[src/rtl/sea_round_sched.sv]
// Sequencer for an iterative SEA round datapath: holds L/R/K, drives one shared
// external round/key-update stage for NR cycles, and hands the result back with valid/ready.
module sea_round_sched #(
  parameter int unsigned NR = 4,
  parameter int unsigned CW = 8
) (
  input  logic          clk,
  input  logic          rst,
  input  logic          in_valid,
  output logic          in_ready,
  input  logic          in_dec,
  input  logic [47:0]   in_l,
  input  logic [47:0]   in_r,
  input  logic [47:0]   in_k,
  output logic [47:0]   rf_li,
  output logic [47:0]   rf_ri,
  output logic [47:0]   rf_ki,
  output logic          rf_dec,
  output logic          rf_mid,
  input  logic [47:0]   rf_lo,
  input  logic [47:0]   rf_ro,
  input  logic [47:0]   kf_ko,
  output logic [CW-1:0] rnd_idx,
  output logic          busy,
  output logic          out_valid,
  input  logic          out_ready,
  output logic [47:0]   out_l,
  output logic [47:0]   out_r
);

  localparam int unsigned HW = 48;
  localparam logic [CW-1:0] LAST    = CW'(NR - 1);
  localparam logic [CW-1:0] MID_ENC = CW'(NR / 2 - 1);
  localparam logic [CW-1:0] MID_DEC = CW'(NR - NR / 2 - 1);

  typedef enum logic [1:0] {IDLE, RUN, DONE} state_e;

  state_e        state_q, state_d;
  logic [HW-1:0] l_q, l_d, r_q, r_d, k_q, k_d;
  logic [CW-1:0] idx_q, idx_d;
  logic          dec_q, dec_d;
  logic          in_ready_q, in_ready_d;
  logic          busy_q, busy_d;
  logic          out_valid_q, out_valid_d;
  logic          mid_q, mid_d;

  // State and output registers
  always_ff @(posedge clk or posedge rst) begin
    if (rst) begin
      state_q     <= IDLE;
      l_q         <= '0;
      r_q         <= '0;
      k_q         <= '0;
      idx_q       <= '0;
      dec_q       <= 1'b0;
      in_ready_q  <= 1'b1;
      busy_q      <= 1'b0;
      out_valid_q <= 1'b0;
      mid_q       <= 1'b0;
    end else begin
      state_q     <= state_d;
      l_q         <= l_d;
      r_q         <= r_d;
      k_q         <= k_d;
      idx_q       <= idx_d;
      dec_q       <= dec_d;
      in_ready_q  <= in_ready_d;
      busy_q      <= busy_d;
      out_valid_q <= out_valid_d;
      mid_q       <= mid_d;
    end
  end

  // Next-state logic; flag outputs are decoded from the next state so they stay registered
  always_comb begin
    state_d = state_q;
    l_d     = l_q;
    r_d     = r_q;
    k_d     = k_q;
    idx_d   = idx_q;
    dec_d   = dec_q;

    unique case (state_q)
      IDLE: begin
        if (in_valid) begin
          l_d     = in_l;
          r_d     = in_r;
          k_d     = in_k;
          dec_d   = in_dec;
          idx_d   = '0;
          state_d = RUN;
        end
      end
      RUN: begin
        l_d = rf_lo;
        r_d = rf_ro;
        k_d = kf_ko;
        if (idx_q == LAST) begin
          idx_d   = '0;
          state_d = DONE;
        end else begin
          idx_d = idx_q + CW'(1);
        end
      end
      DONE: begin
        if (out_ready) state_d = IDLE;
      end
      default: state_d = IDLE;
    endcase

    in_ready_d  = (state_d == IDLE);
    busy_d      = (state_d != IDLE);
    out_valid_d = (state_d == DONE);
    mid_d       = (state_d == RUN) && (idx_d == (dec_d ? MID_DEC : MID_ENC));
  end

  assign in_ready  = in_ready_q;
  assign busy      = busy_q;
  assign out_valid = out_valid_q;
  assign rf_mid    = mid_q;
  assign rf_dec    = dec_q;
  assign rnd_idx   = idx_q;
  assign rf_li     = l_q;
  assign rf_ri     = r_q;
  assign rf_ki     = k_q;
  assign out_l     = l_q;
  assign out_r     = r_q;

endmodule

[config.mk]
export PLATFORM = sky130hd
export DESIGN_NAME = sea_round_sched
export DESIGN_NICKNAME = d
export VERILOG_FILES = /design/src/rtl/sea_round_sched.sv
export SDC_FILE = /design/constraint.sdc
export NUM_CORES = 1
export LEC_CHECK = 0
export ABC_AREA = 1
export ABC_CLOCK_PERIOD_IN_PS = 7300
export BUFFER_PORTS_ARGS = -buffer_cell sky130_fd_sc_hd__buf_2
export CORE_AREA = 2 2 212 214
export CTS_CLUSTER_DIAMETER = 200
export CTS_CLUSTER_SIZE = 40
export DETAILED_ROUTE_END_ITERATION = 6
export DIE_AREA = 0 0 214 216
export PLACE_DENSITY = 0.53
export SYNTH_ARGS = -nofsm -noshare
export SYNTH_HDL_FRONTEND = slang
export SYNTH_SLANG_ARGS = --single-unit
[constraint.sdc]
create_clock -name clk -period 7.3 [get_ports clk]
set_clock_uncertainty 0.2 [all_clocks]
set_input_delay 0.365 -clock clk [delete_from_list [all_inputs] [get_ports clk]]
set_output_delay 0.365 -clock clk [all_outputs]
set_load 0.03 [all_outputs]
==> key figures <==
Status
  • Outcome: finished, final reports clean

Run
  • Maxcap violations: 0

Synthesis
  • Syn. warnings: 0
  • Mapped cell area: 8340 sq um
  • Net count after synthesis: 1277
  • Top_reg_cell synth: dfrtp_1
  • #FFs+latches synth: 159
  • Post-synth EDFFs: 0
  • Avg Cell Area, Syn: 8.48 sq um
  • Sequential share of the synthesized area: 47.7%
  • Synth Instances: 983
  • Cell variety after synth: 24
  • FFs w/ async S/R, synth: 100%

Final layout
  • Layout net count: 1963
  • Commonest non-fill, non-tap cells in the layout: buf_2, dlygate4sd3_1, nand2_1, nor2_1, dfrtp_1
  • N_diodes: 0
  • P&R area growth vs syn: 69.2%
  • Share of layout cells above drive strength 1: 40.2%
  • Fin area: 14100 sq um
  • Commonest non-fill, non-tap cell in the layout: buf_2
  • Post-layout util: 32.2%
  • Fill count: 4592

STA
  • Final worst setup slack: 3.83 ns
  • Tcrit/Tclk final: 47.6%
  • Final setup violation count: 0
  • Worst Tran Pin Value: 0.916 ns
  • Tmin final: 3.47 ns
  • Final Hold Fails: 0
  • Worst rel slew slack: 39.0%
  • Max Fclk: 288 MHz
  • Total Negative Setup Slacks: 0 ns
  • Max Slew Vio Count: 0
  • Unrepaired setup endpoints after global routing: no

Placed design
  • Port bufs: 545
  • Dpl ws: 4.33 ns
  • Dpl hpwl: 22500 microns
  • GP Congestion: 0.858
  • Cell Area, Placed: 10800 sq um

Clock network
  • Clock transition at path regs: 0.07 ns
  • Depth of the CTS H-tree: 4
  • TritonCTS buffer count: 17
  • Clk root buf: clkbuf_16
  • Clock buffer depth: 2
  • CTS tree: yes
  • Clk_lat worst skew: 0.48 ns
  • Post-CTS Setup Bufs: 0
  • CTS Sinks: 159

Global routing
  • Gr usage total: 14.2%
  • Grt ovf: 0
  • Initial antenna violation count: 0
  • Largest net degree at the start of global routing: 89
  • First-pass GRT wire length: 50800 microns
  • Number of global-route vias before repair: 9232

Pwr
  • Clk pwr share: 12.6%
  • PwrDens: 523 nW/um^2
  • P_int: 3.60 mW
  • Psw: 3.77 mW
  • Worst ir drop on vdd: 0.269 mV
  • Leak: 6.92 nW
  • Comb pwr share: 64.6%
  • Switch share: 51.1%
  • Reg power frac: 22.8%

Die
  • Core Region: 43800 sq um
  • Row Count: 77
  • Initial Utilization: 19.0%
  • Die Area: 46200 sq um
  • Die width: 214 microns
  • Ports: 546
  • Die height: 216 microns

Routing
  • Detailed-route wire length: 33700 microns
  • Drt wl/cell: 14.8 microns
  • Via Count: 9434
  • 1st-iter DRT viols: 461
  • Final ANT Viol Nets: 0
  • DRC Markers: 0
  • Pre-Repair DR Iteration Count: 4
  • Drt via density: 4.15

Min path
  • HP Class: in2reg

Worst setup path
  • WS Path Type: reg2reg
  • WP data required: 7.51 ns
  • FF-to-FF setup slack: 3.83 ns
  • Worst Setup End Kind: flip-flop
  • CP max FO: 88
  • Startpoint types: flip-flop
  • Worst EP arrival: 3.69 ns
Yosys cell counts, types with 4 or more instances:
library cell	count	area [sq um]
buf_4	106	796
nand3_1	14	70.1
a21oi_2	40	350
nand2_1	167	627
o21ai_0	88	440
o21ai_2	40	350
buf_2	43	215
a21oi_1	105	526
inv_2	4	15.0
o21ai_1	23	115
buf_6	10	113
dfrtp_1	158	3950
nor2_1	158	593
inv_1	17	63.8
per-layer routing:
| metal | wire length [microns] | GRT usage, % | part of all wire, % | vias to the layer above |
|---|---|---|---|---|
| met5 | 0 | 0 | 0 | - |
| met4 | 1170 | 7.13 | 3.5 | 0 |
| li1 | - | - | - | 4485 |
| met2 | 16800 | 23.5 | 50 | 367 |
| met3 | 2230 | 4.72 | 6.6 | 82 |
| met1 | 13500 | 16.4 | 40 | 4500 |
state kept, by name (all words and copies together), names as in the netlist:
signal	count
out_r	48
in_ready	1
rf_dec	1
rf_ki	48
out_l	48
rnd_idx	8
busy	1
rf_mid	1
state_q	2
out_valid	1
cell type report:
class                   count  area [sq um]  share of cell area, %
multi-input cells         642          3170                   22.5
clock buffers              18           439                   3.11
inverters                  22          92.6                  0.656
well taps                 592           741                   5.25
flip-flops and latches    159          3980                   28.2
clock inverters            14           156                   1.11
repair buffers            827          5530                   39.2
path summary, 6_finish.rpt:
| path | from | endpoint | depth (start not counted) |
|---|---|---|---|
| min reg2reg | rf_dec | rf_dec | 2 |
| min in group asynchronous | rst | out_l[15] | 3 |
| max in group asynchronous | rst | out_r[19] | 4 |
| min | in_k[17] | rf_ki[17] | 3 |
| max | state_q[1] | rf_ki[31] | 7 |
| max reg2reg | state_q[1] | rf_ki[31] | 7 |
power groups by stage:
| stage | logic (mW) | registers [mW] | clock network (mW) |
|---|---|---|---|
| after floorplan | 2.34 | 2.49 | 0 |
| after global placement | 3.93 | 1.68 | 0 |
| after detailed placement | 3.95 | 1.69 | 0 |
| after CTS | 4.75 | 1.69 | 0.967 |
| after global routing | 5.08 | 1.75 | 1.00 |
| final | 4.76 | 1.68 | 0.929 |
kinds of logic after synthesis:
| family | share of synthesized area, % |
|---|---|
| AND/OR/NAND/NOR | 16.0 |
| AO/OA/AOI/OAI | 21.6 |
| buffers and inverters | 14.5 |
| flip-flops | 47.7 |
| adder cells (fa/ha/maj) | 0.150 |
stage by stage:
stage	total power, mW	instances	hold slack [ns]
global placement	5.61	1968	0.197
finish	7.37	2274	0.0363
global route	7.83	2274	0.0217
CTS	7.40	2274	0.000597
floorplan	4.83	983	0.282
detailed placement	5.65	1968	0.197
worst max-delay path: stages, from the launching register on:
cell           delay [ns]
dfrtp_1              0.45
inv_2                0.13
nand2_8              0.28
nand2_8              0.65
buf_4                0.67
nor2_1               0.09
a21oi_1              0.16
dlygate4sd3_1        0.58
what timing repair did:
action | in CTS | in global routing
endpoints found under the hold margin | 182 | 0
gates resized for setup | 0 | 0
hold buffers | 274 | 0
No activity file was read; power rests on OpenSTA's default activity.
